--- config.mk ---
export PLATFORM = sky130hd
export DESIGN_NAME = sram_req_arbiter_flat
export DESIGN_NICKNAME = d
export VERILOG_FILES = /design/src/rtl/sram_req_arbiter_if.sv /design/src/rtl/sram_req_arbiter.sv /design/src/flat_wrapper.sv
export SDC_FILE = /design/constraint.sdc
export NUM_CORES = 1
export LEC_CHECK = 0
export ABC_AREA = 1
export CAP_MARGIN = 20
export CORE_AREA = 2 2 125 127
export CTS_CLUSTER_SIZE = 8
export DETAILED_ROUTE_END_ITERATION = 8
export DIE_AREA = 0 0 127 129
export PLACE_DENSITY = 0.59
export SLEW_MARGIN = 15
export SYNTH_ARGS = -nofsm -noshare
export SYNTH_HDL_FRONTEND = slang
export SYNTH_SLANG_ARGS = --single-unit
--- constraint.sdc ---
create_clock -name clk -period 2.65 [get_ports clk]
set_input_delay 0.53 -clock clk [delete_from_list [all_inputs] [get_ports clk]]
set_output_delay 0.53 -clock clk [all_outputs]
set_load 0.03 [all_outputs]
--- src/rtl/sram_req_arbiter_if.sv ---
// sram_req_arbiter_if: SRAM-like request/response bus shared by the pipeline requesters and the memory bridge.
// Signals:
//   req/wr/size/wstrb/addr/wdata  request side, driven by the master
//   addr_ok                       request accepted this cycle, driven by the slave
//   data_ok/rdata                 in-order response, driven by the slave
// Modports: master issues requests, slave accepts them and answers.
interface sram_req_arbiter_if;
    logic        req;
    logic        wr;
    logic [1:0]  size;
    logic [3:0]  wstrb;
    logic [31:0] addr;
    logic [31:0] wdata;
    logic        addr_ok;
    logic        data_ok;
    logic [31:0] rdata;
    modport master (output req, wr, size, wstrb, addr, wdata, input addr_ok, data_ok, rdata);
    modport slave (input req, wr, size, wstrb, addr, wdata, output addr_ok, data_ok, rdata);
endinterface

--- src/rtl/sram_req_arbiter.sv ---
// sram_req_arbiter: shares one SRAM-like memory port between the inst-fetch and data requesters.
// Ports:
//   clk, reset  clock and synchronous active-high reset
//   inst_if     slave bus from the IF stage
//   data_if     slave bus from the EXE stage
//   mem_if      master bus towards the memory bridge
// Grants are locked to one requester until its address is accepted. An in-order owner FIFO
// routes each data_ok/rdata back to the requester that issued the transaction.
// Define ARB_RR_EN for round-robin priority; otherwise data always wins over inst.
module sram_req_arbiter #(
    parameter int OUTST_DEPTH = 4
) (
    input  logic                clk,
    input  logic                reset,
    sram_req_arbiter_if.slave   inst_if,
    sram_req_arbiter_if.slave   data_if,
    sram_req_arbiter_if.master  mem_if
);
    localparam int AW = $clog2(OUTST_DEPTH);
    localparam int CW = AW + 1;

    typedef enum logic [1:0] {IDLE, LOCK_I, LOCK_D} state_t;

    state_t                 state_q, state_d;
    logic [CW-1:0]          count_q, count_d;
    logic [AW-1:0]          wr_ptr_q, wr_ptr_d, rd_ptr_q, rd_ptr_d;
    logic [OUTST_DEPTH-1:0] owner_q, owner_d;
    logic                   gnt, sel_req, full, push, pop, head, conflict_pick;

`ifdef ARB_RR_EN
    logic last_q, last_d;
    // On conflict the requester not served last time wins.
    assign conflict_pick = ~last_q;
    assign last_d        = push ? gnt : last_q;
`else
    assign conflict_pick = 1'b1;
`endif

    always_ff @(posedge clk) begin
        if (reset) begin
            state_q  <= IDLE;
            count_q  <= '0;
            wr_ptr_q <= '0;
            rd_ptr_q <= '0;
`ifdef ARB_RR_EN
            last_q   <= 1'b0;
`endif
        end else begin
            state_q  <= state_d;
            count_q  <= count_d;
            wr_ptr_q <= wr_ptr_d;
            rd_ptr_q <= rd_ptr_d;
`ifdef ARB_RR_EN
            last_q   <= last_d;
`endif
        end
    end

    // Owner bits are only read behind a nonzero count, so they need no reset.
    always_ff @(posedge clk) begin
        owner_q <= owner_d;
    end

    // A locked state stays put while its requester keeps asking and is not accepted;
    // a dropped request abandons the lock.
    always_comb begin
        state_d = state_q;
        if (state_q == IDLE)
            state_d = (mem_if.req & ~mem_if.addr_ok) ? (gnt ? LOCK_D : LOCK_I) : IDLE;
        else
            state_d = (~sel_req | push) ? IDLE : state_q;
    end

    // Owner FIFO: 0 = inst, 1 = data. Full blocks the push, so push and pop together never overflow.
    always_comb begin
        count_d  = count_q + CW'(push) - CW'(pop);
        wr_ptr_d = wr_ptr_q + AW'(push);
        rd_ptr_d = rd_ptr_q + AW'(pop);
        owner_d  = owner_q;
        if (push)
            owner_d[wr_ptr_q] = gnt;
    end

    // Grant select, memory mux and response routing; everything reads 0 while reset is high.
    always_comb begin
        gnt             = (state_q == LOCK_D) |
                          ((state_q == IDLE) & data_if.req & (~inst_if.req | conflict_pick));
        sel_req         = gnt ? data_if.req : inst_if.req;
        full            = count_q == CW'(OUTST_DEPTH);
        mem_if.req      = ~reset & ~full & sel_req;
        mem_if.wr       = ~reset & (gnt ? data_if.wr : inst_if.wr);
        mem_if.size     = reset ? '0 : (gnt ? data_if.size : inst_if.size);
        mem_if.wstrb    = reset ? '0 : (gnt ? data_if.wstrb : inst_if.wstrb);
        mem_if.addr     = reset ? '0 : (gnt ? data_if.addr : inst_if.addr);
        mem_if.wdata    = reset ? '0 : (gnt ? data_if.wdata : inst_if.wdata);
        push            = mem_if.req & mem_if.addr_ok;
        // A response with nothing outstanding is a stray and is dropped.
        pop             = ~reset & mem_if.data_ok & (count_q != '0);
        head            = owner_q[rd_ptr_q];
        inst_if.addr_ok = push & ~gnt;
        data_if.addr_ok = push & gnt;
        inst_if.data_ok = pop & ~head;
        data_if.data_ok = pop & head;
        inst_if.rdata   = reset ? '0 : mem_if.rdata;
        data_if.rdata   = reset ? '0 : mem_if.rdata;
    end
endmodule

--- src/flat_wrapper.sv ---
// flat-port wrapper written by rule: the top's interface ports become plain ports
module sram_req_arbiter_flat 
#(
    parameter int OUTST_DEPTH = 4
)
  (clk, reset, inst_if_req, inst_if_wr, inst_if_size, inst_if_wstrb, inst_if_addr, inst_if_wdata, inst_if_addr_ok, inst_if_data_ok, inst_if_rdata, data_if_req, data_if_wr, data_if_size, data_if_wstrb, data_if_addr, data_if_wdata, data_if_addr_ok, data_if_data_ok, data_if_rdata, mem_if_req, mem_if_wr, mem_if_size, mem_if_wstrb, mem_if_addr, mem_if_wdata, mem_if_addr_ok, mem_if_data_ok, mem_if_rdata);
  sram_req_arbiter_if inst_if_i ();
  sram_req_arbiter_if data_if_i ();
  sram_req_arbiter_if mem_if_i ();
  input  logic clk;
  input  logic reset;
  input wire logic [$bits(inst_if_i.req)-1:0] inst_if_req;
  input wire logic [$bits(inst_if_i.wr)-1:0] inst_if_wr;
  input wire logic [$bits(inst_if_i.size)-1:0] inst_if_size;
  input wire logic [$bits(inst_if_i.wstrb)-1:0] inst_if_wstrb;
  input wire logic [$bits(inst_if_i.addr)-1:0] inst_if_addr;
  input wire logic [$bits(inst_if_i.wdata)-1:0] inst_if_wdata;
  output wire logic [$bits(inst_if_i.addr_ok)-1:0] inst_if_addr_ok;
  output wire logic [$bits(inst_if_i.data_ok)-1:0] inst_if_data_ok;
  output wire logic [$bits(inst_if_i.rdata)-1:0] inst_if_rdata;
  input wire logic [$bits(data_if_i.req)-1:0] data_if_req;
  input wire logic [$bits(data_if_i.wr)-1:0] data_if_wr;
  input wire logic [$bits(data_if_i.size)-1:0] data_if_size;
  input wire logic [$bits(data_if_i.wstrb)-1:0] data_if_wstrb;
  input wire logic [$bits(data_if_i.addr)-1:0] data_if_addr;
  input wire logic [$bits(data_if_i.wdata)-1:0] data_if_wdata;
  output wire logic [$bits(data_if_i.addr_ok)-1:0] data_if_addr_ok;
  output wire logic [$bits(data_if_i.data_ok)-1:0] data_if_data_ok;
  output wire logic [$bits(data_if_i.rdata)-1:0] data_if_rdata;
  output wire logic [$bits(mem_if_i.req)-1:0] mem_if_req;
  output wire logic [$bits(mem_if_i.wr)-1:0] mem_if_wr;
  output wire logic [$bits(mem_if_i.size)-1:0] mem_if_size;
  output wire logic [$bits(mem_if_i.wstrb)-1:0] mem_if_wstrb;
  output wire logic [$bits(mem_if_i.addr)-1:0] mem_if_addr;
  output wire logic [$bits(mem_if_i.wdata)-1:0] mem_if_wdata;
  input wire logic [$bits(mem_if_i.addr_ok)-1:0] mem_if_addr_ok;
  input wire logic [$bits(mem_if_i.data_ok)-1:0] mem_if_data_ok;
  input wire logic [$bits(mem_if_i.rdata)-1:0] mem_if_rdata;
  assign inst_if_i.req = inst_if_req;
  assign inst_if_i.wr = inst_if_wr;
  assign inst_if_i.size = inst_if_size;
  assign inst_if_i.wstrb = inst_if_wstrb;
  assign inst_if_i.addr = inst_if_addr;
  assign inst_if_i.wdata = inst_if_wdata;
  assign inst_if_addr_ok = inst_if_i.addr_ok;
  assign inst_if_data_ok = inst_if_i.data_ok;
  assign inst_if_rdata = inst_if_i.rdata;
  assign data_if_i.req = data_if_req;
  assign data_if_i.wr = data_if_wr;
  assign data_if_i.size = data_if_size;
  assign data_if_i.wstrb = data_if_wstrb;
  assign data_if_i.addr = data_if_addr;
  assign data_if_i.wdata = data_if_wdata;
  assign data_if_addr_ok = data_if_i.addr_ok;
  assign data_if_data_ok = data_if_i.data_ok;
  assign data_if_rdata = data_if_i.rdata;
  assign mem_if_req = mem_if_i.req;
  assign mem_if_wr = mem_if_i.wr;
  assign mem_if_size = mem_if_i.size;
  assign mem_if_wstrb = mem_if_i.wstrb;
  assign mem_if_addr = mem_if_i.addr;
  assign mem_if_wdata = mem_if_i.wdata;
  assign mem_if_i.addr_ok = mem_if_addr_ok;
  assign mem_if_i.data_ok = mem_if_data_ok;
  assign mem_if_i.rdata = mem_if_rdata;
  sram_req_arbiter #(.OUTST_DEPTH(OUTST_DEPTH)) u_core (.clk(clk), .reset(reset), .inst_if(inst_if_i), .data_if(data_if_i), .mem_if(mem_if_i));
endmodule
==> summary.md <==
| Metric | Value |
|---|---|
| Cell Chain, Critical Path | clkdlybuf4s50_1 -> inv_1 -> nand2_4 -> nand2_4 -> buf_12 -> o21ai_0 -> nor2_1 -> buf_4 |
| Peak supply drop | roughly 0.00022 V |
| Tcrit/Tclk final | 0.952 |
| Slowest Stage Delay on Critical Path | around 0.48 ns |
| Post-synth EDFFs | 4 |
| RSZ-0062 raised after global routing | no |
| Via count | around 3.5k |
| DRT Wirelength | around 11,000 µm |
| Yosys Warn Count | 0 |
| CTS max path bufs | 2 |
| CTS tree | yes |
| Critical-path top delay cell | clkdlybuf4s50_1 |
| Combinational power share | 0.693 |
| Yosys cell types | 26 |
| Bufs and invs on worst path | 4 |
| Largest net degree at the start of global routing | 71 |
| Top cell type's share of synthesized area | 0.308 |
| Post-CTS Resized | 0 |
| Routed wire per std cell | between 10 and 15 µm |
| Final #Nets | ~890 |
| Setup crit end kind | output pin |
| Starting DRT DRC Count | between 150 and 200 |
| Switch share | 0.436 |
| Power Internal | about 0.00099 W |
| Total track usage | 0.124 |
| WHS Endpoint | u_core.count_q[2] |
| Ys flop type | dfxtp_1 |
| N_diodes | 0 |
| Sequential fraction of the synthesis area | 0.131 |
| DRT Pass-1 Iters | 4 |
| Vias in the first global route | around 3.1k |
| CP Class | input pin to output pin |
| # hold bufs at CTS | 0 |
| Power share of the sequential group | 0.142 |
| Postcts setup bufs | 0 |
| Reg2reg end | u_core.count_q[2] |
| Share of layout cells above drive strength 1 | 0.237 |
| Min cycle time layout | 2.52 ns |
| Critical R2R Launch | u_core.count_q[1] |
| I/O pins | 320 |
| Hold_sp | u_core.count_q[2] |
| Outcome | finished clean |
| Clock input transition at the sequential cells of the worst setup and hold paths | 0.05 ns |
| H-tree Lvls | 1 |
| Setup Viol. Count Final | 0 |
| Cts bufs inserted | 3 |
| Area contributors post-synth | nor2_1 (31%), buf_4 (11%), o21ai_0 (10%) |
| Core ar. | ~15,000 µm² |
| Most used cell along the critical path | nand2_4 |
| Routed vias/inst | 3.90 |
| Syn Nets | 609 |
| CP Launch Type | input pin |
| Slew @ Worst Pin | a little under 0.4 ns |
| Initial antenna violation count | 0 |
| Pwr dens | between 300 and 400 nW/µm² |
| HP Class | flop to flop |
| Count leader, synth | nor2_1 |
| Synth top cells by count | nor2_1 (188), inv_1 (49), o21ai_0 (46), buf_4 (33), o21ai_1 (26) |
| Final worst slack | between 0.1 and 0.15 ns |
| Die Y | about 130 µm |
| Fillers | about 1.6k |
| First-pass GRT wire length | around 16,000 µm |
| Grt ovf | 0 |
| Fmax | between 300 and 400 MHz |
| Die X | 127 µm |
| Arrival @ worst endpoint | 1.99 ns |
| Lkg Pwr | ~2.5 nW |
| Largest area contributor in the netlist | nor2_1 |
| Async S/R FF share, synth | 0 |
| CTS root buf | clkbuf_16 |
| Initial core utilization | 0.153 |
| Pins Over Slew Limit | 0 |
| Final HPWL DP | 9520 µm |
| Clock share of power | 0.165 |
| Delay-heaviest family, CP | buffers and inverters |
| Total negative slack | 0 ns |
| Drt drc | 0 |
| Pre-CTS WS | just under 0.02 ns |
| Crit-path max FO | 61 |
| Area growth syn-to-layout | 124% |
| CTS Sinks | 13 |
| Worst Clk Skew | between 0.002 and 0.0025 ns |
| WHS | 0.476 ns |
| Max cap viols | 0 |
| Worst slew margin | 0.736 |
| Non-Filler Instances | between 800 and 900 |
| Detail Route Antenna Nets | 0 |
| Clock latency at the later pin of the worst-skew pair | between 0.2 and 0.25 ns |
| R2r setup slk | 0.59 ns |
| Post-Syn Area | 2290 µm² |
| Syn_area_per_cell | between 5 and 6 µm² |
| Final GP Congestion | approximately 0.75 |
| Required time of the critical path | roughly 2.1 ns |
| Yosys reg bits | 13 |
| Die area | roughly 16,000 µm² |
| Gate Count Post-Synth | 424 |
| Reg2Reg Depth | 12 |
| Final hold viol count | 0 |
| Pwr Total | 0.00176 W |
| Rows | 45 |
| NetSw | 0.000768 W |
| Worst Hold Depth | 1 |
| Placed cells | 885 |
| IO Port Bufs | between 300 and 400 |
[how the worst max path moves through the flow]
stage | from | cells past startpoint | to | slack [ns]
floorplan | reset | 12 | u_core.count_q[2] | 0.51
global placement | reset | 12 | u_core.count_q[2] | 0.05
detailed placement | reset | 12 | u_core.count_q[2] | 0.02
CTS | data_if_req | 9 | mem_if_wdata[21] | 0.10
global route | data_if_req | 8 | mem_if_addr[31] | 0.02
finish | data_if_req | 8 | mem_if_addr[31] | 0.13
[cell families (layout without fill, tap and decap cells)]
family          after synthesis  in the layout  synth area share
buf+inv                     113            390             0.290
compound gates               76             76             0.169
flops                        13             13             0.131
fa+ha+maj                     5              5            0.0306
simple gates                214            214             0.368
xor+xnor                      3              3            0.0115
[worst register-to-register path, stage by stage, from the launching register on]
cell     delay, ns
dfxtp_1       0.34
nor2_1        0.15
nand2_1       0.07
nand3_1       0.09
inv_1         0.08
ha_1          0.27
inv_1         0.06
ha_1          0.13
inv_1         0.04
fa_1          0.36
xor2_1        0.16
o21ai_0       0.15
a21oi_1       0.06
[area by class of cell]
class | count | area (µm²) | share of cell area
repair buffers | 333 | 3000 | 0.583
multi-input cells | 298 | 1330 | 0.259
flip-flops and latches | 13 | 300 | 0.0584
well taps | 188 | 235 | 0.0457
inverters | 53 | 199 | 0.0387
clock buffers | 4 | 78.8 | 0.0153
[stage by stage]
stage | util | area, µm²
2_1_floorplan | - | 2290
3_3_place_gp | 0.338 | 5060
4_1_cts | 0.343 | 5140
6_report | 0.343 | 5140
5_1_grt | 0.343 | 5140
3_5_place_dp | 0.338 | 5060
[layout by cell type (no fill, tap or decap)]
cell type / instances
nor2_1: 187
clkdlybuf4s50_1: 179
buf_4: 150
inv_1: 49
o21ai_0: 46
o21ai_1: 26
nand2_1: 11
dfxtp_1: 9
inv_2: 4
nand3_1: 4
nor3_1: 4
ha_1: 4
buf_12: 4
edfxtp_1: 4
clkbuf_16: 3
nand2_4: 2
a21oi_1: 2
and2_1: 2
xnor2_1: 2
nand2_2: 1
nand3_2: 1
nor2_2: 1
a32o_1: 1
o211ai_1: 1
nand4_1: 1
xor2_1: 1
fa_1: 1
clkbuf_1: 1
[layer usage]
layer	GRT usage	part of all wire	up-vias
li1	-	-	1816
met1	0.160	0.40	1441
met2	0.221	0.51	196
met3	0.0162	0.080	13
met4	0.0252	0.014	0
met5	0	0	-
[power by group through the flow]
stage	Sequential [W]	Clock (W)	Combinational (W)
finish	0.000250	0.000291	0.00122
global route	0.000254	0.000305	0.00132
CTS	0.000250	0.000296	0.00123
detailed placement	0.000254	0	0.00123
global placement	0.000254	0	0.00123
floorplan	0.000248	0	0.000695
[sequential cells by signal, summed over array words and instances (netlist names)]
signal / cells
u_core.wr_ptr_q: 2
u_core.count_q: 3
u_core.rd_ptr_q: 2
u_core.owner_q: 4
u_core.state_q: 2
No activity file was read; power rests on OpenSTA's default activity.
